--- src/rtl/aes_out_buffer.sv ---
// aes_out_buffer: output-side receiver for the fixed-latency AES pipeline.
// Captures every pipeline result into a show-ahead FIFO, presents it on a
// valid/ready handshake, and grants issue credit only while every block in
// flight is guaranteed a FIFO slot.
// Optional feature: define AES_OUTBUF_STATS_EN to build the delivered-block
// counter on blk_cnt; otherwise blk_cnt is tied to zero.
module aes_out_buffer #(
    parameter int DEPTH = 16
) (
    input  logic                     clk,
    input  logic                     rst,
    input  logic                     issue_vld,
    output logic                     issue_rdy,
    input  logic                     pipe_vin,
    input  logic                     pipe_tin,
    input  logic [127:0]             pipe_din,
    output logic                     out_vld,
    input  logic                     out_rdy,
    output logic                     out_type,
    output logic [127:0]             out_data,
    output logic [$clog2(DEPTH):0]   count,
    output logic [$clog2(DEPTH):0]   inflight,
    output logic                     err,
    output logic [31:0]              blk_cnt
);

    localparam int AW = $clog2(DEPTH);
    localparam logic [AW:0]   FULL     = (AW+1)'(DEPTH);
    localparam logic [AW+1:0] CREDIT_L = (AW+2)'(DEPTH);

    logic [128:0]  mem_q [DEPTH];
    logic [AW-1:0] wr_ptr_q, rd_ptr_q;
    logic [AW:0]   count_q, count_d;
    logic [AW:0]   inflight_q, inflight_d;
    logic          err_q, err_d;

    logic full, pop, push, issue;

    assign full  = (count_q == FULL);
    assign pop   = (count_q != '0) & out_rdy;
    // A push into a full FIFO is only accepted when the head leaves this cycle.
    assign push  = pipe_vin & (~full | pop);
    // Credit is a pure function of registers so no input can reach issue_rdy.
    assign issue_rdy = ({1'b0, inflight_q} + {1'b0, count_q}) < CREDIT_L;
    assign issue     = issue_vld & issue_rdy;

    assign out_vld  = (count_q != '0);
    assign out_type = mem_q[rd_ptr_q][128];
    assign out_data = mem_q[rd_ptr_q][127:0];
    assign count    = count_q;
    assign inflight = inflight_q;
    assign err      = err_q;

    // Next-state for occupancy, credits and the sticky error flag.
    always_comb begin
        count_d = count_q;
        if (push && !pop)
            count_d = count_q + 1'b1;
        else if (!push && pop)
            count_d = count_q - 1'b1;

        inflight_d = inflight_q;
        if (issue && !pipe_vin)
            inflight_d = inflight_q + 1'b1;
        else if (!issue && pipe_vin && inflight_q != '0)
            inflight_d = inflight_q - 1'b1;

        // A return nobody issued, or a result with nowhere to go, is a protocol error.
        err_d = err_q
              | (pipe_vin & (inflight_q == '0))
              | (pipe_vin & ~push);
    end

    // Control registers; reset discards all contents and credits at once.
    always_ff @(posedge clk or posedge rst) begin
        if (rst) begin
            wr_ptr_q   <= '0;
            rd_ptr_q   <= '0;
            count_q    <= '0;
            inflight_q <= '0;
            err_q      <= 1'b0;
        end else begin
            if (push) wr_ptr_q <= wr_ptr_q + 1'b1;
            if (pop)  rd_ptr_q <= rd_ptr_q + 1'b1;
            count_q    <= count_d;
            inflight_q <= inflight_d;
            err_q      <= err_d;
        end
    end

    // Storage array; cleared on reset so the head reads zero immediately.
    always_ff @(posedge clk or posedge rst) begin
        if (rst) begin
            for (int i = 0; i < DEPTH; i++)
                mem_q[i] <= '0;
        end else if (push) begin
            mem_q[wr_ptr_q] <= {pipe_tin, pipe_din};
        end
    end

`ifdef AES_OUTBUF_STATS_EN
    logic [31:0] blk_cnt_q;

    // Delivered-block counter, wraps naturally at 2^32.
    always_ff @(posedge clk or posedge rst) begin
        if (rst)
            blk_cnt_q <= '0;
        else if (pop)
            blk_cnt_q <= blk_cnt_q + 32'd1;
    end

    assign blk_cnt = blk_cnt_q;
`else
    assign blk_cnt = '0;
`endif

endmodule
--- config.mk ---
export PLATFORM = sky130hd
export DESIGN_NAME = aes_out_buffer
export DESIGN_NICKNAME = d
export VERILOG_FILES = /design/src/rtl/aes_out_buffer.sv
export SDC_FILE = /design/constraint.sdc
export NUM_CORES = 2
export LEC_CHECK = 0
export ABC_AREA = 1
export CAP_MARGIN = 10
export CORE_MARGIN = 2
export CORE_UTILIZATION = 56
export DETAILED_ROUTE_END_ITERATION = 8
export PLACE_DENSITY = 0.8
export SLEW_MARGIN = 25
export SYNTH_ARGS = -nofsm -noshare
export SYNTH_HDL_FRONTEND = slang
export SYNTH_SLANG_ARGS = --single-unit
--- constraint.sdc ---
create_clock -name clk -period 72.5 [get_ports clk]
set_clock_uncertainty 0.05 [all_clocks]
set_input_delay 14.5 -clock clk [delete_from_list [all_inputs] [get_ports clk]]
set_output_delay 14.5 -clock clk [all_outputs]
set_load 0.01 [all_outputs]
==> out/metrics.csv <==
stage;metric;value;unit
power_and_ir_drop;pwr-share-seq;0.393;
logic_synthesis;yosysTopAreaCellShare;0.569;
clock_tree;cts_sinks;2083;
power_and_ir_drop;power.internal;3.07;mW
logic_synthesis;synth_warnings;0;
timing;slew_viol_final;0;
clock_tree;htree_levels;4;
routing;post_drt_wl_per_cell;21.1;microns
logic_synthesis;seq_area_frac_synth;0.569;
power_and_ir_drop;power.switching;2.01;mW
critical_path;critPathSlowestCell;buf_4;
logic_synthesis;synth_seq_cells;2083;
placed_design;dp_hpwl;134000;microns
clock_tree;cts_resized;0;
timing;max_slew_margin;0.168;
routing;drtIter0Drc;10277;
logic_synthesis;synth_common_cells;o21ai_0 (2599), nand2_1 (2120), dfrtp_1 (2083);
critical_path;worst_path_largest_cell_delay;940;ps
floorplanning;die_w;408;microns
floorplanning;rows;148;
placed_design;portBuffers;275;
logic_synthesis;synth.most_common_cell;o21ai_0;
floorplanning;die_area;0.167;sq mm
clock_tree;cts.clk_slew.worst_paths;60;ps
power_and_ir_drop;power.share.clock;0.220;
final_layout;nets;10392;
floorplanning;die_h;408;microns
clock_tree;numCtsBuffers;207;
logic_synthesis;synth_edf_count;0;
hold_path;hold_path_class;flop to flop;
routing;first_pass_iters;8;
power_and_ir_drop;sw_frac_of_total;0.395;
timing;setup-tns-final;0;ps
logic_synthesis;synth_cell_type_count;34;
global_routing;grt_pass1_vias;75701;
timing;final-hold-violation-count;0;
floorplanning;num_io_pins;308;
global_routing;track_usage;0.315;
critical_path;worst-path-buf-inv;5;
global_routing;grt_overflow;0;
clock_tree;root_buffer;clkbuf_16;
critical_path;crit_top_cell;o21ai_0;
critical_path;path_cells;inv_8 > buf_12 > buf_4 > buf_4 > o21ai_0 > o22ai_1 > o21ai_0 > o21ai_0 > clkdlybuf4s50_1;
timing;fmax;45.8;MHz
critical_path;cp_top_family;buffers and inverters;
power_and_ir_drop;power_density;50.3;mW/mm^2
flow_run;maxCapViolCount;0;
power_and_ir_drop;comb_power_share;0.387;
global_routing;grt_pass1_wl;422000;microns
timing;fin_crit_sh;0.301;
timing;timing_worst_slew_pin_value;1250;ps
logic_synthesis;syn_area;0.0916;sq mm
critical_path;worst-path-max-fanout;206;
final_layout;drive_gt1_frac;0.0458;
placed_design;place_ws;51790;ps
critical_path;end_kind;output pin;
clock_tree;cts_tree;done;
logic_synthesis;synth_top_area_cell;dfrtp_1;
logic_synthesis;async_reset_ff_frac;1.00;
final_layout;area_delta_synth_final;10.4;%
timing;setup_violations;0;
clock_tree;clk_latency;850;ps
power_and_ir_drop;leakagePower;45.6;nW
timing;fin_ws;50650;ps
critical_path;critPathArrivalTime;7300;ps
routing;dr_total_vias;78550;
clock_tree;cts_hold_buf;0;
global_routing;grt_start_max_net_pins;237;
logic_synthesis;postSynthAreaPerCell;8.59;sq um
run_status;status;finished clean;
clock_tree;clockBufferDepth;3;
timing;hold_slack;427;ps
floorplanning;start_util;0.563;
routing;routed_wl;266000;microns
placed_design;globalplace.congestion;0.796;
timing;period_minus_slack;21850;ps
critical_path;worstSetupPathType;flop to output pin;
clock_tree;cts_setup_buffers;0;
critical_path;worstSetupStartpointType;flop;
critical_path;crit_required;57950;ps
timing;rsz0062_at_grt;false;
routing;drtAntennaViolNets;0;
logic_synthesis;synth_flop_cell;dfrtp_1;
power_and_ir_drop;vdd_ir_drop_max;32.7;uV
floorplanning;core-area;0.163;sq mm
routing;drc;0;
global_routing;antenna_found_initial;5;
logic_synthesis;ys_top_cells_by_area;dfrtp_1 (57%), o21ai_0 (14%), nand2_1 (8.7%);
routing;vias_per_cell;6.24;
logic_synthesis;synth_cells;10660;
metal layers:
layer / part of all wire / GRT usage / wire length, microns / up-vias
met5: 0.00030 / 0 / 80 / -
met3: 0.10 / 0.0578 / 27100 / 733
met1: 0.40 / 0.428 / 105000 / 38157
met4: 0.047 / 0.145 / 12400 / 6
met2: 0.46 / 0.494 / 121000 / 4440
li1: - / - / - / 35214
state kept, by name, summed over array words and instances (netlist names):
name and cells:
count 5, inflight 5, rd_ptr_q 4, mem_q 2064, wr_ptr_q 4, err 1
cells by family (layout without fill, tap and decap cells):
| group | after synthesis | after routing | share of synthesized area |
|---|---|---|---|
| adders and majority gates | 18 | 18 | 0.00262 |
| xor gates and xnor gates | 9 | 9 | 0.000861 |
| and+or+nand+nor | 3386 | 3386 | 0.142 |
| other | 1 | 34 | 0.0000409 |
| AOI/OAI and AO/OA | 3967 | 3967 | 0.230 |
| DFF | 2083 | 2083 | 0.569 |
| buffers and inverters | 1196 | 916 | 0.0556 |
placed cells by master, fill, tap and decap left out, drive strengths merged:
master            n
a21boi            1
nand3            44
or2               1
o21ai          3316
clkinv           51
o211ai          107
clkinvlp          7
dfrtp          2083
a21oi            11
clkbuf          298
ha               16
xor2              8
nand4            14
nor2           1203
nand2          2122
conb             32
fa                2
nor3              2
inv             161
o22ai           412
o221ai          120
bufinv           19
buf             105
xnor2             1
clkdlybuf4s50   275
diode             2
final cells by class:
| cell class | count | area, sq um |
|---|---|---|
| diodes | 2 | 5.00 |
| clock buffers | 298 | 6050 |
| clock inverters | 82 | 1120 |
| fillers | 13197 | 61500 |
| inverters | 156 | 627 |
| multi-input cells | 7412 | 34600 |
| flip-flops and latches | 2083 | 52100 |
| well taps | 2175 | 2720 |
| repair buffers | 380 | 3880 |
worst paths after layout:
check | from | end | slack [ps] | depth (start not counted)
max | rd_ptr_q[1]$_DFFE_PP0P_ | out_data[51] | 50650 | 9
min | mem_q[1394]$_DFFE_PP0P_ | mem_q[1394]$_DFFE_PP0P_ | 430 | 2
max reg2reg | wr_ptr_q[2]$_DFFE_PP0P_ | mem_q[579]$_DFFE_PP0P_ | 68190 | 6
min reg2reg | mem_q[1394]$_DFFE_PP0P_ | mem_q[1394]$_DFFE_PP0P_ | 430 | 2
max in group asynchronous | rst | mem_q[165]$_DFFE_PP0P_ | 53450 | 8
min in group asynchronous | rst | mem_q[97]$_DFFE_PP0P_ | 14170 | 2
tightest hold or removal path, stage by stage (launching register included):
cell and delay (ps):
dfrtp_1 340, nand2_1 50, o21ai_0 60
power groups by stage:
stage	logic [mW]	clock network, mW	registers [mW]
after detailed placement	1.93	0	2.00
after floorplan	1.32	0	1.94
after global routing	2.18	1.18	2.06
after global placement	1.86	0	1.97
final	1.97	1.12	2.00
after CTS	1.95	1.13	1.99
through the flow:
stage,util,area (sq um),cells,power (mW)
CTS,0.621,101000,12582,5.06
floorplan,-,91700,10691,3.26
global route,0.622,101000,12586,5.42
finish,0.622,101000,12588,5.08
detailed placement,0.577,93800,12202,3.93
global placement,0.577,93800,12201,3.84
No activity file was read; power rests on OpenSTA's default activity.
